`config.mk`:
```
export PLATFORM = sky130hd
export DESIGN_NAME = ac_sweep_sequencer
export DESIGN_NICKNAME = d
export VERILOG_FILES = /design/src/rtl/ac_sweep_sequencer.sv
export SDC_FILE = /design/constraint.sdc
export NUM_CORES = 1
export LEC_CHECK = 0
export BUFFER_PORTS_ARGS = -buffer_cell sky130_fd_sc_hd__buf_2
export CAP_MARGIN = 10
export CORE_UTILIZATION = 57
export CTS_CLUSTER_DIAMETER = 50
export DETAILED_ROUTE_END_ITERATION = 8
export GPL_TIMING_DRIVEN = 0
export MAX_ROUTING_LAYER = met4
export PLACE_DENSITY = 0.81
export RECOVER_POWER = 100
export SLEW_MARGIN = 10
export SYNTH_ARGS = -nofsm -noshare
export SYNTH_HDL_FRONTEND = slang
export SYNTH_SLANG_ARGS = --single-unit
```
`constraint.sdc`:
```
create_clock -name clk -period 3.3 [get_ports clk]
set_input_delay 0 -clock clk [delete_from_list [all_inputs] [get_ports clk]]
set_output_delay 0 -clock clk [all_outputs]
set_load 0.05 [all_outputs]
```
`src/rtl/ac_sweep_sequencer.sv`:
```
// Purpose  : steps a DDS sine source through N frequency points (settle, dwell, one measurement handshake per point).
// Latency  : start -> src_en one cycle; each point spends settle_cyc+1 cycles in SETTLE, dwell_cyc+1 in DWELL, then MEAS.
// Backpress: meas_req is held until meas_ack is sampled high; the sweep stalls in MEAS indefinitely while ack is absent.
//
// Optional build macro: AC_SWEEP_PHASE_RESET_EN
//   defined     -> phase accumulator is cleared on entry to SETTLE of every point (coherent per-point start phase)
//   not defined -> phase runs continuously across point changes (no waveform discontinuity)
//
// Ports:
//   clk, rst_n               clock (rising edge), asynchronous active-low reset
//   start, abort             start pulse (honoured only in IDLE), abort level (highest priority)
//   f_start, f_step          tuning word of point 0, per-point tuning increment (modulo 2**PHASE_W)
//   n_points                 number of points (0 completes at once)
//   settle_cyc, dwell_cyc    per-point settle and dwell counts
//   amp_cfg                  amplitude code used while the source is enabled
//   src_en, amp_out          source enable, amplitude code to the source
//   phase_out, point_idx     phase accumulator, current point index
//   meas_req, meas_ack       measurement handshake
//   busy, done               not-IDLE flag, one-cycle completion pulse
module ac_sweep_sequencer #(
  parameter int PHASE_W = 24,
  parameter int AMP_W   = 12,
  parameter int NPTS_W  = 8,
  parameter int TIME_W  = 16
) (
  input  logic               clk,
  input  logic               rst_n,
  input  logic               start,
  input  logic               abort,
  input  logic [PHASE_W-1:0] f_start,
  input  logic [PHASE_W-1:0] f_step,
  input  logic [NPTS_W-1:0]  n_points,
  input  logic [TIME_W-1:0]  settle_cyc,
  input  logic [TIME_W-1:0]  dwell_cyc,
  input  logic [AMP_W-1:0]   amp_cfg,
  output logic               src_en,
  output logic [AMP_W-1:0]   amp_out,
  output logic [PHASE_W-1:0] phase_out,
  output logic [NPTS_W-1:0]  point_idx,
  output logic               meas_req,
  input  logic               meas_ack,
  output logic               busy,
  output logic               done
);

`ifdef AC_SWEEP_PHASE_RESET_EN
  localparam bit PHASE_CLR = 1'b1;
`else
  localparam bit PHASE_CLR = 1'b0;
`endif

  typedef enum logic [2:0] {
    S_IDLE   = 3'd0,
    S_SETTLE = 3'd1,
    S_DWELL  = 3'd2,
    S_MEAS   = 3'd3,
    S_NEXT   = 3'd4,
    S_DONE   = 3'd5
  } state_t;

  state_t state;
  state_t state_nxt;

  // Configuration captured at start; host may change its registers mid-sweep.
  logic [PHASE_W-1:0] tuning;
  logic [PHASE_W-1:0] step_reg;
  logic [AMP_W-1:0]   amp_reg;
  logic [NPTS_W-1:0]  npts_reg;
  logic [TIME_W-1:0]  settle_reg;
  logic [TIME_W-1:0]  dwell_reg;

  logic [TIME_W-1:0]  cnt;
  logic [PHASE_W-1:0] phase;
  logic [NPTS_W-1:0]  idx;

  logic [NPTS_W-1:0]  last_idx;
  logic [TIME_W-1:0]  settle_src;
  logic               load_sweep;
  logic               enter_settle;
  logic               adv_point;

  assign last_idx = npts_reg - 1'b1;

  // SETTLE is entered from IDLE (registers not yet loaded) or from NEXT.
  assign settle_src   = (state == S_IDLE) ? settle_cyc : settle_reg;
  assign load_sweep   = (state == S_IDLE) && start && !abort;
  assign enter_settle = (state_nxt == S_SETTLE) && (state != S_SETTLE);
  assign adv_point    = (state == S_NEXT) && (state_nxt == S_SETTLE);

  // State register
  always_ff @(posedge clk or negedge rst_n) begin
    if (!rst_n) begin
      state <= S_IDLE;
    end else begin
      state <= state_nxt;
    end
  end

  // Next-state logic; abort overrides every transition including start.
  always_comb begin
    state_nxt = state;
    case (state)
      S_IDLE: begin
        if (start) begin
          state_nxt = (n_points == '0) ? S_DONE : S_SETTLE;
        end
      end
      S_SETTLE: begin
        if (cnt == '0) begin
          state_nxt = S_DWELL;
        end
      end
      S_DWELL: begin
        if (cnt == '0) begin
          state_nxt = S_MEAS;
        end
      end
      S_MEAS: begin
        if (meas_ack) begin
          state_nxt = S_NEXT;
        end
      end
      S_NEXT: begin
        state_nxt = (idx == last_idx) ? S_DONE : S_SETTLE;
      end
      S_DONE: begin
        state_nxt = S_IDLE;
      end
      default: begin
        state_nxt = S_IDLE;
      end
    endcase
    if (abort) begin
      state_nxt = S_IDLE;
    end
  end

  // Outputs decode the registered state, so abort and reset take effect within a cycle.
  always_comb begin
    src_en   = 1'b0;
    meas_req = 1'b0;
    busy     = 1'b1;
    done     = 1'b0;
    case (state)
      S_IDLE:   busy     = 1'b0;
      S_SETTLE: src_en   = 1'b1;
      S_DWELL:  src_en   = 1'b1;
      S_MEAS: begin
        src_en   = 1'b1;
        meas_req = 1'b1;
      end
      S_NEXT:   src_en   = 1'b1;
      S_DONE:   done     = 1'b1;
      default:  busy     = 1'b0;
    endcase
    amp_out = src_en ? amp_reg : '0;
  end

  assign phase_out = phase;
  assign point_idx = idx;

  // Datapath: configuration capture, point index, tuning word, interval counter, phase accumulator.
  always_ff @(posedge clk or negedge rst_n) begin
    if (!rst_n) begin
      tuning     <= '0;
      step_reg   <= '0;
      amp_reg    <= '0;
      npts_reg   <= '0;
      settle_reg <= '0;
      dwell_reg  <= '0;
      idx        <= '0;
      cnt        <= '0;
      phase      <= '0;
    end else begin
      if (load_sweep) begin
        tuning     <= f_start;
        step_reg   <= f_step;
        amp_reg    <= amp_cfg;
        npts_reg   <= n_points;
        settle_reg <= settle_cyc;
        dwell_reg  <= dwell_cyc;
        idx        <= '0;
      end else if (adv_point) begin
        idx    <= idx + 1'b1;
        tuning <= tuning + step_reg;
      end

      // Counter is loaded on entry and exits the interval the cycle it reads zero.
      if (enter_settle) begin
        cnt <= settle_src;
      end else if ((state == S_SETTLE) && (state_nxt == S_DWELL)) begin
        cnt <= dwell_reg;
      end else if (((state == S_SETTLE) || (state == S_DWELL)) && (cnt != '0)) begin
        cnt <= cnt - 1'b1;
      end

      // The add uses the tuning word in force this cycle; a point change applies from the next cycle.
      if (PHASE_CLR && enter_settle) begin
        phase <= '0;
      end else if (src_en) begin
        phase <= phase + tuning;
      end
    end
  end

endmodule
```
; After elaboration in Yosys (flattened, before gate mapping)
; Cells that the tools add are included.
[word_totals]
register_bits = 151
latch_bits = 0
ram_bits = 0
rom_bits = 0
in_bits = 105
out_inout_bits = 48
wordCells = 61
n_memories = 0
[classes]
n_addsub = 5
n_mul = 0
n_div = 0
magnitude_cmp = 0
n_eq_ne = 9
n_shift = 0
mux = 21
bitwise_logic = 0
reduce_logical = 16
[ops]
columns = operator, count
row1 = $mux W16, 4
row2 = $add A24 B24 Y24, 2
row3 = $mux W24, 2
row4 = $mux W3, 7
row5 = $logic_not A16 Y1, 1
row6 = $mux W8, 2
row7 = $reduce_bool A16 Y1, 1
row8 = $sub A16 B1 Y16 const B, 1
row9 = $pmux W3 S5, 1
row10 = $mux W12, 1
row11 = $eq A3 B2 Y1 const B, 3
row12 = $add A8 B1 Y8 const B, 1
row13 = $eq A8 B8 Y1, 1
row14 = $logic_not A8 Y1, 1
row15 = $sub A8 B1 Y8 const B, 1
row16 = $eq A3 B1 Y1 const B, 2
row17 = $eq A3 B3 Y1 const B, 2
row18 = $logic_and A1 B1 Y1, 6
row19 = $reduce_or A5 Y1, 1
row20 = $mux W1, 4
row21 = $reduce_or A4 Y1, 1
row22 = $logic_not A3 Y1, 1
row23 = $ne A3 B1 Y1 const B, 1
row24 = $reduce_bool A3 Y1, 1
row25 = 3 further kinds, 3

; Logic depth before layout (Yosys ltp)
[logic_depth]
word_depth = 9
mapped_depth = 14
ltp_nobuf = 12

; Worst setup path before layout
; Ideal clock, no wire load.
[synth_timing]
path_type = flip-flop to flip-flop
start = reg npts_reg[0]
end = reg cnt[10]
arrival_time_ns = 2.840
required_ns = 3.175
slack_ns = 0.335
path_stages_with_launch = 13
cell_sequence = dfrtp_1 > or4_4 > or4b_1 > nand3_1 > a31oi_1 > o221ai_2 > inv_2 > nand3_2 > buf_6 > and3_4 > buf_6 > buf_12 > mux2_4
[synth_via]
elab_chain_cells = 9
word_cells_on_any_way = 12
classes_between = add/sub: 1 / eq/ne: 3 / mux: 5 / reduce/logical: 3
[synth_lines]
columns = element, line
row1 = start: declaration, 68  ; logic [NPTS_W-1:0] npts_reg;
row2 = start signal: assignment, 179  ; npts_reg <= n_points;
row3 = $sub A8 B1 Y8 (*), 82  ; assign last_idx = npts_reg - 1'b1;
row4 = $eq A8 B8 Y1 (*), 124  ; state_nxt = (idx == last_idx) ? S_DONE : S_SETTLE;
row5 = $mux W3 (*), 124
row6 = $pmux W3 S5 (*), 102  ; case (state)
row7 = $mux W3 (*), 133  ; if (abort) begin
row8 = $eq A3 B2 Y1, 191  ; end else if ((state == S_SETTLE) && (state_nxt == S_DWELL)) begin
row9 = $logic_and A1 B1 Y1, 191
row10 = $mux W16, 191
row11 = $mux W16, 189  ; if (enter_settle) begin
row12 = end signal: assignment, 190  ; cnt <= settle_src;
row13 = end signal: assignment, 192  ; cnt <= dwell_reg;
row14 = end signal: assignment, 194  ; cnt <= cnt - 1'b1;
row15 = end: declaration, 72  ; logic [TIME_W-1:0] cnt;
; Mark *: on every way between the ends. The rest lies on a longest branch, timed or not.
; A chain may end at the register's enable or synchronous reset.

; Worst setup path in the final report
[layout_timing]
start = reg state[1]
end = reg dwell_reg[6]
[layout_via]
elab_chain_cells = 3
[layout_lines]
columns = element, line
row1 = start: declaration, 61  ; state_t state;
row2 = start signal: assignment, 95  ; state <= state_nxt;
row3 = $logic_not A3 Y1, 86  ; assign load_sweep = (state == S_IDLE) && start && !abort;
row4 = $logic_and A1 B1 Y1 (2 in series), 86
row5 = end signal: assignment, 181  ; dwell_reg <= dwell_cyc;
row6 = end: declaration, 70  ; logic [TIME_W-1:0] dwell_reg;
; No other way between the ends.

==> flow_results.org <==
** Run
- Max-cap violations in this run came to 1.

** Pwr
- In this run the power density over the cells is 756 mW/mm^2.
- Switching share of power :: 41.4%
- Clock network fraction of design power :: 23.6%
- Net switching component of the power :: 3.73 mW
- Peak supply drop :: 0.426 mV
- Portion of total power attributed to combinational logic :: 46.0%
- Static leakage power :: 5.87 nW
- Internal power :: 5.29 mW
- Flop pwr share :: 30.4%
- Overall power of the completed layout :: around 9 mW

** Yosys
- Synthesis produced a netlist with a net count of 1200.
- Yosys mapped a number of flops with a built-in enable equal to 0.
- The mapped netlist covers 0.00918 mm^2.
- Primary FF master, synth :: sky130_fd_sc_hd__dfrtp_1
- For this run, asynchronously set or reset flops after synthesis account for 100%.
- Average cell area after synthesis :: 8.80 um^2
- Summing the areas of all compound-gate instances in the mapped netlist gives 14.8% of the synthesized area.
- Largest family of logic cells by synthesized area :: simple AND/OR/NAND/NOR gates
- The synthesized netlist contains 71 unique library cells.
- Of all cell types, the one taking the most synthesized area is sky130_fd_sc_hd__dfrtp_1.
- By area the synthesized netlist is led by sky130_fd_sc_hd__dfrtp_1, sky130_fd_sc_hd__nand2_1, sky130_fd_sc_hd__ha_1, sky130_fd_sc_hd__mux2i_1, sky130_fd_sc_hd__o21ai_0.
- Area share of xor/xnor cells in the synthesized design :: 6.11%
- Number of instances in the synthesized netlist :: between 1000 and 1500
- Multiplexer share of the synthesized area :: 6.16%
- Synthesis inferred approximately 150 register bits.
- Area share of the largest cell type after synthesis :: 41.2%
- Summing the areas of all fa, ha and maj instances in the mapped netlist gives 7.25% of the synthesized area.
- Sequential area share after synthesis :: slightly above 40%
- Summing the areas of all and, or, nand and nor instances in the mapped netlist gives 21.4% of the synthesized area.
- Yosys printed 0 warnings.

** Final layout
- Filler cell count in the final layout :: 1079
- Layout overhead on the synthesized area :: 30.1%
- Of the cells placed in the final design, the portion with a size suffix greater than 1 is 15.1%.
- Final Instance Area :: 0.0119 mm^2
- Total Nets Final :: 1479
- After the flow finishes, the layout carries non-filler instances totaling 1552.

** STA
- Setup total negative slack on the finished layout was measured at 0 ps.
- Final hold slack :: 86.1 ps
- Measured against its own limit, the worst slew margin works out to -61.0%.
- Setup Skew :: ~9.7 ps
- The number of max-slew violations in the final report is 42.
- Max Clk Rate :: 0.311 GHz
- Final Hold Violating Endpoints :: 0
- Counting I/O delays and the setup requirement, the final critical path takes 3220 ps.
- Setup violations remaining at the end of the flow were counted as 0.
- After layout, the worst path uses 97.6% of the clock period.
- At the pin with the least slew margin, the transition time is about 2400 ps.

** Placement
- The HPWL after detailed placement is 17900 um.
- Buffers placed on the I/O ports in this run total 152.
- After detailed placement, the total cell area comes to 0.0102 mm^2.
- Dpl cells :: 1412
- The congestion estimate from routability-driven global placement came to between 0.9 and 1.

** Floorplanning
- In this run the horizontal extent of the chip is 129 um.
- Floorplan die area :: 0.0166 mm^2
- The floorplan has 46 rows.
- The initial utilization of the core area, before any placement, comes to 58.0%.
- Die Height :: 129 um
- Top-level I/O count :: 153
- The floorplan step defined a core boundary enclosing 0.0158 mm^2.

** Global routing
- The first global-routing pass estimated 42700 um of wire.
- The initial antenna violation count was 1.
- Remaining global-route overflow :: 0
- The via count of the first global-routing pass is just under 9000.
- Pin count of the biggest net entering global routing :: 111
- GR Util All Layers :: 34.5%

** Routing
- For this block, the initial DRC count from the detailed router was a little over 700.
- Wire length per cell after detailed routing :: 17.4 um
- After detailed routing, the number of remaining DRC violations is 0.
- The count of nets left with antenna violations once routing finished came out at 0.
- Summing over every cut layer, the via total after detailed routing is 8910.
- Wires add up to 27000 um.
- Using the TritonRoute via totals, the vias-per-cell ratio works out to between 5 and 6.
- Iteration count of the initial detailed-routing pass :: 6

** Critical path
- STA puts the critical path data arrival time at about 3500 ps.
- Along the worst path, the maximum fanout reaches 10.
- The worst setup path is of the register to register kind.
- STA classifies the critical path startpoint as a register.
- Critical path endpoint category :: register
- For the worst setup path, the data required time is between 3000 and 4000 ps.

** Clocking
- Post-CTS clock slew at the launch and capture registers of the worst setup and hold paths :: 60 ps
- Clock latency on the worst-skew pair, taken at its later pin, is 440 ps.
- TritonCTS built the clock tree.
- Number of sinks handled by clock tree synthesis :: around 150
- Counting along the longest clock path gives a buffer depth of 2.
- Clock tree synthesis selected as its root buffer the cell sky130_fd_sc_hd__clkbuf_16.
- Inserted Clock Buffers :: 17
- In this run the number of H-tree levels came out at 4.

** Worst hold path
- Min-delay worst type :: input port to register

** Outcome
- The run finished, with violations left.
- The checks that failed: max-capacitance violations, max-slew violations.
Yosys cell counts (3+ instances only):
cell and n:
sky130_fd_sc_hd__ha_1 50, sky130_fd_sc_hd__a211oi_1 9, sky130_fd_sc_hd__mux2_2 8, sky130_fd_sc_hd__or3_1 5
sky130_fd_sc_hd__nor2b_1 7, sky130_fd_sc_hd__nand4_1 9, sky130_fd_sc_hd__inv_1 19, sky130_fd_sc_hd__o22ai_1 13
sky130_fd_sc_hd__and3_1 10, sky130_fd_sc_hd__clkbuf_1 35, sky130_fd_sc_hd__nand2_1 298, sky130_fd_sc_hd__o21a_1 9
sky130_fd_sc_hd__o31ai_1 3, sky130_fd_sc_hd__and2_1 15, sky130_fd_sc_hd__nor2_1 37, sky130_fd_sc_hd__o211ai_1 4
sky130_fd_sc_hd__mux2i_1 34, sky130_fd_sc_hd__nor4_1 8, sky130_fd_sc_hd__nor3_1 16, sky130_fd_sc_hd__mux2_4 9
sky130_fd_sc_hd__nand2b_1 9, sky130_fd_sc_hd__a21o_1 24, sky130_fd_sc_hd__a31oi_1 7, sky130_fd_sc_hd__buf_2 4
sky130_fd_sc_hd__xor2_1 31, sky130_fd_sc_hd__nand3_1 12, sky130_fd_sc_hd__o21ai_0 65, sky130_fd_sc_hd__o221a_2 5
sky130_fd_sc_hd__xnor2_1 33, sky130_fd_sc_hd__nand3b_1 3, sky130_fd_sc_hd__a21oi_1 46, sky130_fd_sc_hd__o2111ai_1 4
sky130_fd_sc_hd__dfrtp_1 151
power groups by stage:
| stage | clock network (mW) | logic [mW] | registers (mW) |
|---|---|---|---|
| 2_1_floorplan | 0 | 2.65 | 3.14 |
| 3_3_place_gp | 0 | 3.85 | 2.74 |
| 3_5_place_dp | 0 | 3.96 | 2.75 |
| 4_1_cts | 2.13 | 4.10 | 2.73 |
| 5_1_grt | 2.20 | 4.56 | 2.80 |
| 6_report | 2.13 | 4.15 | 2.75 |
critical path, stage by stage, from the launching register on:
cell                       delay (ps)
sky130_fd_sc_hd__dfrtp_1          360
sky130_fd_sc_hd__clkbuf_1         200
sky130_fd_sc_hd__nor2_2           350
sky130_fd_sc_hd__inv_2             90
sky130_fd_sc_hd__nor2_4           390
sky130_fd_sc_hd__nand2_1          140
sky130_fd_sc_hd__or2_2            290
sky130_fd_sc_hd__clkbuf_1         280
sky130_fd_sc_hd__clkbuf_1         420
sky130_fd_sc_hd__clkbuf_1         350
sky130_fd_sc_hd__nand2_1          150
sky130_fd_sc_hd__nand2_1           80
layer usage:
| metal | global-route usage [%] | share of wire [%] | vias up |
|---|---|---|---|
| met5 | - | 0 | - |
| met4 | 12.0 | 2.5 | 0 |
| met3 | 6.07 | 6.9 | 59 |
| met2 | 53.8 | 47 | 394 |
| met1 | 45.4 | 44 | 4266 |
| li1 | - | - | 4191 |
per-stage QoR:
| step | setup WS [ps] | utilization (%) |
|---|---|---|
| finish | 80.8 | 75.4 |
| global route | -45.1 | 75.4 |
| CTS | 1.14 | 75.3 |
| detailed placement | -208 | 64.7 |
| global placement | -99.9 | 64.5 |
| floorplan | 335 | - |
repair_timing:
item                                    4_1_cts  5_1_grt
resized for setup                             2       13
setup buffers                                 0        4
pin swaps                                     0        1
endpoints found under the setup margin       78       84
endpoints found under the hold margin       255        0
gates cloned                                  0        0
hold buffers                                103        0
path summary, 6_finish.rpt:
path                               start             end  slack [ps]  depth (start not counted)
max                             state[1]    dwell_reg[6]          80                         11
min                                start        state[0]          90                          3
max reg2reg                     state[1]    dwell_reg[6]          80                         11
min reg2reg                phase_out[23]   phase_out[23]         460                          1
max in group asynchronous          rst_n       tuning[8]         990                          3
min in group asynchronous          rst_n  settle_reg[11]         840                          2
cell families after synthesis:
group / after synthesis
simple gates: 446
compound gates: 213
flops: 151
buf+inv: 66
xor+xnor: 64
fa+ha+maj: 52
mux: 51
cell usage in the layout (no fill, tap or decap), drive strengths merged, types with 5 or more instances in the layout:
| master | instances |
|---|---|
| nor3 | 16 |
| nand4 | 9 |
| inv | 24 |
| o21ai | 65 |
| dlygate4sd3 | 103 |
| nor4 | 9 |
| nand2 | 298 |
| xor2 | 31 |
| ha | 50 |
| mux2 | 17 |
| clkbuf | 93 |
| xnor2 | 33 |
| and2 | 16 |
| o221a | 5 |
| nand3 | 13 |
| a211oi | 9 |
| o21a | 9 |
| buf | 128 |
| or3 | 5 |
| a21o | 24 |
| dfrtp | 151 |
| o22ai | 13 |
| nor2 | 39 |
| nand2b | 9 |
| mux2i | 34 |
| a31oi | 7 |
| a21oi | 47 |
| nor2b | 7 |
| and3 | 11 |
area by class of cell:
type / count / area, um^2 / area share [%]
clock buffers: 19 / 443 / 3.71
plain buffers: 45 / 216 / 1.81
repair buffers: 260 / 1800 / 15.1
flip-flops and latches: 151 / 3780 / 31.7
inverters: 21 / 78.8 / 0.660
multi-input cells: 826 / 5150 / 43.2
well taps: 216 / 270 / 2.26
clock inverters: 13 / 194 / 1.62
diodes: 1 / 2.50 / 0.0210
Note: power is estimated with default switching activity, not from simulation.
